[config.mk]
export PLATFORM = sky130hd
export DESIGN_NAME = shift_add_multiplier_flat
export DESIGN_NICKNAME = d
export VERILOG_FILES = /design/src/rtl/shift_add_multiplier_pkg.sv /design/src/rtl/shift_add_multiplier_if.sv /design/src/rtl/eight_bit_adder.sv /design/src/rtl/shift_add_multiplier.sv /design/src/flat_wrapper.sv
export SDC_FILE = /design/constraint.sdc
export NUM_CORES = 1
export LEC_CHECK = 0
export BUFFER_PORTS_ARGS = -buffer_cell sky130_fd_sc_hd__buf_2
export CAP_MARGIN = 5
export CORE_ASPECT_RATIO = 0.6
export CORE_UTILIZATION = 46
export DETAILED_ROUTE_END_ITERATION = 6
export PLACE_DENSITY = 0.8
export SETUP_SLACK_MARGIN = 0.3
export SLEW_MARGIN = 20
export SYNTH_ARGS = -nofsm -noshare
export SYNTH_HDL_FRONTEND = slang
export SYNTH_SLANG_ARGS = --single-unit
[constraint.sdc]
create_clock -name clk -period 7.8 [get_ports clk]
set_input_delay 1.95 -clock clk [delete_from_list [all_inputs] [get_ports clk]]
set_output_delay 1.95 -clock clk [all_outputs]
set_load 0.1 [all_outputs]
[src/rtl/shift_add_multiplier_pkg.sv]
// Shared constants and state encoding for the shift/add multiplier.
// Operand width is tied to the 8-bit adder; product is 2*WIDTH bits.
package shift_add_multiplier_pkg;

    localparam int WIDTH = 8;
    localparam int ITER  = WIDTH;
    localparam int CNT_W = $clog2(ITER);

    typedef enum logic [1:0] {
        IDLE = 2'd0,
        RUN  = 2'd1,
        DONE = 2'd2
    } state_t;

endpackage

[src/rtl/shift_add_multiplier_if.sv]
// Start/done handshake bundle between a controller and the multiplier.
// The master issues operands and start; the slave returns product, busy and done.
interface shift_add_multiplier_if;
    import shift_add_multiplier_pkg::*;

    logic                   start;
    logic [WIDTH-1:0]       A;
    logic [WIDTH-1:0]       B;
    logic [2*WIDTH-1:0]     P;
    logic                   busy;
    logic                   done;

    modport master (output start, A, B, input P, busy, done);
    modport slave  (input start, A, B, output P, busy, done);
endinterface

[src/rtl/eight_bit_adder.sv]
// 8-bit ripple adder with carry in/out; purely combinational, zero latency.
// No flow control: R and C_out follow the inputs in the same cycle.
module eight_bit_adder (
    input  logic [7:0] A,
    input  logic [7:0] B,
    input  logic       C_in,
    output logic [7:0] R,
    output logic       C_out
);

    logic [8:0] carry;

    always_comb begin
        carry[0] = C_in;
        for (int i = 0; i < 8; i++) begin
            R[i]         = A[i] ^ B[i] ^ carry[i];
            carry[i + 1] = (A[i] & B[i]) | (carry[i] & (A[i] ^ B[i]));
        end
        C_out = carry[8];
    end

endmodule

[src/rtl/shift_add_multiplier.sv]
// Sequential 8x8 unsigned multiplier, one add/shift per cycle: done pulses the cycle after
// the 8th iteration (9 cycles after start), issue interval 10; start is ignored unless IDLE.
module shift_add_multiplier
    import shift_add_multiplier_pkg::*;
(
    input  logic                    clk,
    input  logic                    rst,
    shift_add_multiplier_if.slave   bus
);

    state_t                 state;
    state_t                 state_nxt;
    logic [WIDTH-1:0]       mcand;
    logic [WIDTH-1:0]       hi;
    logic [WIDTH-1:0]       lo;
    logic [CNT_W-1:0]       count;
    logic [2*WIDTH-1:0]     p_q;

    logic [WIDTH-1:0]       addend;
    logic [WIDTH-1:0]       sum;
    logic                   c_out;
    logic                   last_iter;
    logic [2*WIDTH-1:0]     hilo_nxt;

    // Multiplier LSB gates the multiplicand into the adder each iteration.
    assign addend    = lo[0] ? mcand : '0;
    assign last_iter = (count == CNT_W'(ITER - 1));
    assign hilo_nxt  = {c_out, sum, lo[WIDTH-1:1]};

    eight_bit_adder u_adder (
        .A     (hi),
        .B     (addend),
        .C_in  (1'b0),
        .R     (sum),
        .C_out (c_out)
    );

    always_ff @(posedge clk) begin
        if (rst) begin
            state <= IDLE;
        end else begin
            state <= state_nxt;
        end
    end

    always_comb begin
        state_nxt = state;
        bus.busy  = 1'b0;
        bus.done  = 1'b0;
        case (state)
            IDLE: begin
                if (bus.start) begin
                    state_nxt = RUN;
                end
            end
            RUN: begin
                bus.busy = 1'b1;
                if (last_iter) begin
                    state_nxt = DONE;
                end
            end
            DONE: begin
                bus.done  = 1'b1;
                state_nxt = IDLE;
            end
            default: begin
                state_nxt = IDLE;
            end
        endcase
    end

    always_ff @(posedge clk) begin
        if (rst) begin
            mcand <= '0;
            hi    <= '0;
            lo    <= '0;
            count <= '0;
            p_q   <= '0;
        end else begin
            case (state)
                IDLE: begin
                    if (bus.start) begin
                        mcand <= bus.A;
                        lo    <= bus.B;
                        hi    <= '0;
                        count <= '0;
                    end
                end
                RUN: begin
                    // Carry out lands in hi[7] so no product bit is lost.
                    {hi, lo} <= hilo_nxt;
                    count    <= count + CNT_W'(1);
                    if (last_iter) begin
                        p_q <= hilo_nxt;
                    end
                end
                default: begin
                end
            endcase
        end
    end

    assign bus.P = p_q;

endmodule

[src/flat_wrapper.sv]
// flat-port wrapper written by rule: the top's interface ports become plain ports
module shift_add_multiplier_flat import shift_add_multiplier_pkg::*;
  (clk, rst, bus_start, bus_A, bus_B, bus_P, bus_busy, bus_done);
  shift_add_multiplier_if bus_i ();
  input  logic clk;
  input  logic rst;
  input wire logic [$bits(bus_i.start)-1:0] bus_start;
  input wire logic [$bits(bus_i.A)-1:0] bus_A;
  input wire logic [$bits(bus_i.B)-1:0] bus_B;
  output wire logic [$bits(bus_i.P)-1:0] bus_P;
  output wire logic [$bits(bus_i.busy)-1:0] bus_busy;
  output wire logic [$bits(bus_i.done)-1:0] bus_done;
  assign bus_i.start = bus_start;
  assign bus_i.A = bus_A;
  assign bus_i.B = bus_B;
  assign bus_P = bus_i.P;
  assign bus_busy = bus_i.busy;
  assign bus_done = bus_i.done;
  shift_add_multiplier u_core (.clk(clk), .rst(rst), .bus(bus_i));
endmodule
Yosys cells after proc, flatten, opt, wreduce, memory -nomap -nowiden. Cells that the tools add are included. Widths: inputs -> output; s select.

Output and inout port bits: 18. Bits in registers: 45. Logic and storage cells: 67. Input port bits: 19.

Reduce and logical (&&, ||, !) cells: 6. Equality and inequality tests: 5. Bitwise operators: 37. $add $sub $neg: 1. Muxes and demuxes: 12.

Operators by type and width (number): $pmux 8 s2 (2); $mux 8 (3); $and 1x1->1 (15); $xor 1x1->1 (15); $reduce_and 2->1 (4); $or 1x1->1 (7); $pmux 3 s2 (1); $mux 2 (2); $pmux 2 s2 (1); $add 3x1->3 const B (1); $eq 3x3->1 const B (1); $mux 3 (1); $eq 2x1->1 const B (1); $eq 2x2->1 const B (1); $logic_not 2->1 (1); $mux 1 (2); $ne 2x1->1 const B (1); $ne 2x2->1 const B (1); $reduce_bool 2->1 (1).

Longest topological paths before layout.
Depth in word-level cells: 17. Gate-level depth with buffers: 13. Depth with buffers taken out: 12.

Cells and area by module. From an unflattened synthesis, not the netlist that was laid out.

Cells, all modules: 163. Area total of the unflattened synthesis: 1920.6 µm².

By module, submodules not included: shift_add_multiplier (instances 1, area an instance 1722.9 µm², cells each 145, seq. area each 900.9 µm²); eight_bit_adder (instances 1, area an instance 197.7 µm², cells each 18, seq. area each 0.0 µm²).

Least setup slack after synthesis. No wires, ideal clock.

Path type: register to register. From: register u_core.lo[0]. To: register u_core.hi[6]. Data arrival time: 3.794 ns. Period minus slack after synthesis: 3.921 ns. Setup slack: 3.879 ns. Library setup time: 0.128 ns. Cell stages (with the launch flop): 14. Path buffers: 1. Data required time: 7.672 ns. Cells stage by stage: dfxtp_1 -> clkbuf_1 -> and2_1 -> ha_1 -> inv_1 -> fa_1 -> fa_1 -> fa_1 -> fa_1 -> fa_1 -> fa_1 -> fa_1 -> a2bb2oi_1 -> nor2_1.

Longest elaborated chain between the ends: 16. Elaborated cells on any way between the ends: 29. Classes of those cells: mux (2); bitwise (27).

Ends and longest elaborated chain: start, declared (line shift_add_multiplier.sv:15) `logic [WIDTH-1:0] lo;`; start signal, assigned (line shift_add_multiplier.sv:84) `lo <= bus.B;`; start signal, assigned (line shift_add_multiplier.sv:91) `{hi, lo} <= hilo_nxt;`; $mux 8 (*) (line shift_add_multiplier.sv:26) `assign addend = lo[0] ? mcand : '0;`; $and 1x1->1 or $xor 1x1->1 (tied branches) (line eight_bit_adder.sv:17) `carry[i + 1] = (A[i] & B[i]) | (carry[i] & (A[i] ^ B[i]));`; $and 1x1->1 (line eight_bit_adder.sv:17); $or 1x1->1 (line eight_bit_adder.sv:17); $and 1x1->1 (line eight_bit_adder.sv:17); $or 1x1->1 (line eight_bit_adder.sv:17); $and 1x1->1 (line eight_bit_adder.sv:17); $or 1x1->1 (line eight_bit_adder.sv:17); $and 1x1->1 (line eight_bit_adder.sv:17); $or 1x1->1 (line eight_bit_adder.sv:17); $and 1x1->1 (line eight_bit_adder.sv:17); $or 1x1->1 (line eight_bit_adder.sv:17); $and 1x1->1 (line eight_bit_adder.sv:17); $or 1x1->1 (line eight_bit_adder.sv:17); $xor 1x1->1 (*) (line eight_bit_adder.sv:16) `R[i] = A[i] ^ B[i] ^ carry[i];`; $pmux 8 s2 (*) (line shift_add_multiplier.sv:80) `case (state)`; end signal, assigned (line shift_add_multiplier.sv:91); end, declared (line shift_add_multiplier.sv:14) `logic [WIDTH-1:0] hi;`.

Mark *: on every way between the ends. The rest lies on a longest branch, timed or not. A chain may end at the register's enable or synchronous reset.

Worst setup path after layout.
From: register u_core.state[0]. To: output bus_busy.

Longest elaborated chain between the ends: 2.

Ends and longest elaborated chain: start, declared (line shift_add_multiplier.sv:11) `state_t state;`; start signal, assigned (line shift_add_multiplier.sv:42) `state <= state_nxt;`; $eq 2x1->1 (line shift_add_multiplier.sv:50) `case (state)`; $mux 1 (line shift_add_multiplier.sv:50); end, declared (line flat_wrapper.sv:11) `output wire logic [$bits(bus_i.busy)-1:0] bus_busy;`.

No other way between the ends.

==> metrics.txt <==
# TYPE chip_impl_metric gauge
chip_impl_metric{name="setup_violators_final",unit=""} 0
chip_impl_metric{name="min_path_cells",unit=""} 2
chip_impl_metric{name="final-hold-violation-count",unit=""} 0
chip_impl_metric{name="timing.setup.tns",unit="ns"} 0
chip_impl_metric{name="cp_max_fo",unit=""} 21
chip_impl_metric{name="cellInternalPower",unit="mW"} 0.3571
chip_impl_metric{name="detail_route.vias_per_cell",unit=""} 5.037
chip_impl_metric{name="placement_rows",unit=""} 17
chip_impl_metric{name="num-nets-final",unit=""} 269
chip_impl_metric{name="grt_first_pass_wirelength",unit="um"} 6437
chip_impl_metric{name="cellPowerDensity",unit="nW/um2"} 211.4
chip_impl_metric{name="power_frac_clock",unit="%"} 39.1
chip_impl_metric{name="clock_sinks",unit=""} 45
chip_impl_metric{name="cts_hold_repair.buffers",unit=""} 0
chip_impl_metric{name="share_seq_of_total_power",unit="%"} 52.5
chip_impl_metric{name="relSlewSlack",unit="%"} 23.66
chip_impl_info{name="clk_root_buffer_cell",value="sky130_fd_sc_hd__clkbuf_8"} 1
chip_impl_info{name="path_cells",value="nand2b_1 -> inv_1 -> buf_2"} 1
chip_impl_metric{name="route.antenna.remaining_nets",unit=""} 0
chip_impl_metric{name="clock_skew",unit="ns"} 0.008346
chip_impl_metric{name="first_global_vias",unit=""} 1302
chip_impl_metric{name="flop_and_latch_count_out_of_synthesis",unit=""} 45
chip_impl_metric{name="maxSlewViolCount",unit=""} 0
chip_impl_metric{name="timing.reg2reg.worst_path_depth",unit=""} 12
chip_impl_metric{name="cap_violations",unit=""} 0
chip_impl_metric{name="initial_antenna_violation_count",unit=""} 0
chip_impl_metric{name="cts_max_path_buffers",unit=""} 2
chip_impl_metric{name="grt_usage",unit="%"} 19.63
chip_impl_metric{name="rrSetupSlack",unit="ns"} 3.73
chip_impl_info{name="min_to",value="u_core.bus.P[6]"} 1
chip_impl_metric{name="drt-pass1-iter-count",unit=""} 4
chip_impl_info{name="worst_min_path_start",value="u_core.bus.P[6]"} 1
chip_impl_metric{name="maxClockFrequency",unit="MHz"} 233.7
chip_impl_metric{name="gp_congestion",unit=""} 0.8490
chip_impl_info{name="r2r-start",value="u_core.lo[0]"} 1
chip_impl_metric{name="avgSynthCellArea",unit="um2"} 9.111
chip_impl_info{name="critical_path.endpoint_type",value="primary output"} 1
chip_impl_metric{name="max_slew.worst_pin.slew",unit="ns"} 1.143
chip_impl_info{name="timing.hold.worst.class",value="flop to flop"} 1
chip_impl_info{name="cell_type_group_with_the_largest_total_delay_on_the_critical_path",value="buffers and inverters"} 1
chip_impl_info{name="timing.rr.end",value="u_core.hi[6]"} 1
chip_impl_metric{name="detailed_place_hpwl",unit="um"} 2797
chip_impl_metric{name="cp_data_required_time",unit="ns"} 5.85
chip_impl_metric{name="floorplan.die_area",unit="um2"} 4491
chip_impl_metric{name="clock_transition_at_the_register_clock_pins_on_the_worst_setup_and_hold_paths_after_cts",unit="ns"} 0.08
chip_impl_metric{name="power.share.switching",unit="%"} 23.50
chip_impl_info{name="cp-startpoint",value="u_core.state[0]"} 1
chip_impl_metric{name="syn_nets",unit=""} 242
chip_impl_info{name="timing.critical_path.slowest_stage_cell",value="sky130_fd_sc_hd__dfxtp_1"} 1
chip_impl_metric{name="route.detailed.wl_per_inst",unit="um"} 13.50
chip_impl_metric{name="worst_ir_drop_vdd",unit="mV"} 0.1083
chip_impl_metric{name="total_power",unit="mW"} 0.4668
chip_impl_metric{name="synthDominantCellAreaShare",unit="%"} 46.42
chip_impl_metric{name="cts_inserted_buffers",unit=""} 5
chip_impl_metric{name="power.switching",unit="mW"} 0.1097
chip_impl_metric{name="clk_latency",unit="ns"} 0.30
chip_impl_metric{name="cp_num_buf_inv",unit=""} 2
chip_impl_metric{name="synthCells",unit=""} 213
chip_impl_metric{name="post_cts_resized",unit=""} 0
chip_impl_metric{name="place.port_buffers",unit=""} 36
chip_impl_info{name="cts_tree",value="built"} 1
chip_impl_metric{name="area.growth.synth_to_final",unit="%"} 13.80
chip_impl_metric{name="syn_area",unit="um2"} 1941
chip_impl_info{name="rsz0062_at_grt",value="no"} 1
chip_impl_metric{name="synth-seq-area-share",unit="%"} 46.42
chip_impl_metric{name="synth.yosys.warnings",unit=""} 0
chip_impl_info{name="outcome",value="complete, no violations"} 1
chip_impl_metric{name="post_route_cells_drive_above_1_share",unit="%"} 19.09
chip_impl_metric{name="post-route-drc-count",unit=""} 0
chip_impl_metric{name="post_route_fraction_of_the_period_consumed_by_the_critical_path",unit="%"} 54.85
chip_impl_metric{name="antenna_cells_inserted",unit=""} 0
chip_impl_info{name="cell_types_with_the_largest_area_share_after_synthesis",value="sky130_fd_sc_hd__dfxtp_1, sky130_fd_sc_hd__fa_1, sky130_fd_sc_hd__nand2_1"} 1
chip_impl_metric{name="start_util",unit="%"} 50.41
chip_impl_metric{name="htree_levels",unit=""} 2
chip_impl_metric{name="final_wl",unit="um"} 4024
chip_impl_metric{name="die_height",unit="um"} 52.31
chip_impl_info{name="setup.worst_path.start_class",value="flop"} 1
chip_impl_metric{name="routed-via-count",unit=""} 1501
chip_impl_metric{name="timing.critical_path.slowest_cell_delay",unit="ns"} 0.67
chip_impl_metric{name="final.min_clock_period",unit="ns"} 4.279
chip_impl_metric{name="pwr-share-comb",unit="%"} 8.4
chip_impl_metric{name="yosysUniqueCellTypes",unit=""} 27
chip_impl_metric{name="fill_cells",unit=""} 366
chip_impl_metric{name="worst_ep_arrival_time",unit="ns"} 2.33
chip_impl_metric{name="cts_setup_buffers",unit=""} 0
chip_impl_metric{name="leakagePower",unit="nW"} 0.8519
chip_impl_info{name="synth_area_leader_cell",value="sky130_fd_sc_hd__dfxtp_1"} 1
chip_impl_metric{name="grt_max_degree",unit=""} 46
chip_impl_metric{name="pin_count",unit=""} 37
chip_impl_metric{name="overflow",unit=""} 0
chip_impl_info{name="worstSetupPathType",value="flop to primary output"} 1
chip_impl_metric{name="area_inside_the_core_boundary",unit="um2"} 3850
chip_impl_metric{name="first_iter_violations",unit=""} 36
chip_impl_metric{name="die_w",unit="um"} 85.85
-- power by group through the flow --
stage / clock network [mW] / logic, mW / registers, mW
floorplan: 0 / 0.0332 / 0.246
global placement: 0 / 0.0382 / 0.250
detailed placement: 0 / 0.0386 / 0.250
CTS: 0.185 / 0.0390 / 0.245
global route: 0.192 / 0.0434 / 0.246
finish: 0.182 / 0.0391 / 0.245
-- worst register-to-register path, stage by stage (launching register included) --
cell	delay, ns
sky130_fd_sc_hd__dfxtp_1	0.45
sky130_fd_sc_hd__and2_1	0.18
sky130_fd_sc_hd__ha_1	0.15
sky130_fd_sc_hd__inv_1	0.05
sky130_fd_sc_hd__fa_1	0.37
sky130_fd_sc_hd__fa_1	0.39
sky130_fd_sc_hd__fa_1	0.39
sky130_fd_sc_hd__fa_1	0.40
sky130_fd_sc_hd__fa_1	0.42
sky130_fd_sc_hd__fa_1	0.41
sky130_fd_sc_hd__fa_1	0.51
sky130_fd_sc_hd__a2bb2oi_1	0.16
sky130_fd_sc_hd__nor2_1	0.05
-- logic make-up after synthesis --
group                    Yosys count  share of synthesized area (%)
adder cells (fa/ha/maj)           10                          9.155
multiplexers                       6                          3.095
AND/OR/NAND/NOR                   72                          16.05
buffers and inverters             28                          7.479
AO/OA/AOI/OAI                     52                          17.79
flip-flops                        45                          46.42
-- cell usage after synthesis --
master / number
sky130_fd_sc_hd__ha_1: 3
sky130_fd_sc_hd__clkbuf_1: 6
sky130_fd_sc_hd__buf_6: 4
sky130_fd_sc_hd__a2111oi_2: 1
sky130_fd_sc_hd__fa_1: 7
sky130_fd_sc_hd__mux2i_1: 6
sky130_fd_sc_hd__buf_4: 1
sky130_fd_sc_hd__or3b_2: 1
sky130_fd_sc_hd__nand2b_1: 3
sky130_fd_sc_hd__a2bb2oi_1: 8
sky130_fd_sc_hd__inv_1: 12
sky130_fd_sc_hd__and2_1: 1
sky130_fd_sc_hd__a21oi_1: 18
sky130_fd_sc_hd__nand2_1: 31
sky130_fd_sc_hd__and3b_1: 1
sky130_fd_sc_hd__a211oi_1: 13
sky130_fd_sc_hd__o21bai_1: 1
sky130_fd_sc_hd__a22oi_1: 2
sky130_fd_sc_hd__nor3_1: 3
sky130_fd_sc_hd__dfxtp_1: 45
sky130_fd_sc_hd__o21ai_0: 8
sky130_fd_sc_hd__a2111oi_1: 1
sky130_fd_sc_hd__nor2_1: 28
sky130_fd_sc_hd__buf_2: 5
sky130_fd_sc_hd__nor3b_2: 1
sky130_fd_sc_hd__nand3b_1: 1
sky130_fd_sc_hd__nor2b_1: 2
-- stage by stage --
stage / util [%] / instances / cell area (um2) / hold slack, ns / setup slack [ns]
6_report: 57.36 / 298 / 2208 / 0.4537 / 3.521
5_1_grt: 57.36 / 298 / 2208 / 0.4745 / 3.352
4_1_cts: 57.36 / 298 / 2208 / 0.4564 / 3.512
3_5_place_dp: 54.34 / 290 / 2092 / 0.4444 / 3.756
3_3_place_gp: 54.34 / 290 / 2092 / 0.4421 / 3.863
2_1_floorplan: - / 213 / 1941 / 0.4450 / 3.879
-- layout by cell type (no fill, tap or decap), drive strengths merged, types with 3 or more instances in the layout --
cell type,netlist,layout
ha,3,3
a2bb2oi,8,8
nor2,28,28
nand2b,3,3
a21oi,18,18
a211oi,13,13
clkbuf,6,7
inv,12,12
nand2,31,31
mux2i,6,6
nor3,3,3
buf,10,36
dfxtp,45,45
fa,7,7
o21ai,8,8
-- registers in the layout, indices dropped and copies added, names as in the netlist --
signal        cells
u_core.bus.P     16
u_core.count      3
u_core.hi         8
u_core.lo         8
u_core.mcand      8
u_core.state      2
-- layout make-up --
cell class / count / area, um2 / area share (%)
Sequential cell: 45 / 900.9 / 40.79
Tap cell: 57 / 71.32 / 3.229
Clock inverter: 1 / 30.03 / 1.360
Multi-Input combinational cell: 140 / 894.6 / 40.51
Timing Repair Buffer: 36 / 180.2 / 8.159
Inverter: 12 / 45.04 / 2.040
Clock buffer: 7 / 86.33 / 3.909
-- how the worst max path moves through the flow --
stage                     slack (ns)  cells past startpoint      endpoint
after floorplan                 3.88                     13  u_core.hi[6]
after detailed placement        3.76                     12  u_core.hi[6]
after CTS                       3.51                      3      bus_busy
final                           3.52                      3      bus_busy
after global routing            3.35                      3      bus_busy
after global placement          3.86                     12  u_core.hi[6]
-- metal layers --
layer / global-route usage, % / vias up / routed length, um
met4: 7.500 / 0 / 51
met5: 0 / - / 0
met3: 5.512 / 7 / 219
li1: - / 763 / -
met2: 24.80 / 38 / 1494
met1: 30.44 / 693 / 2258
No activity file was read; power rests on OpenSTA's default activity.
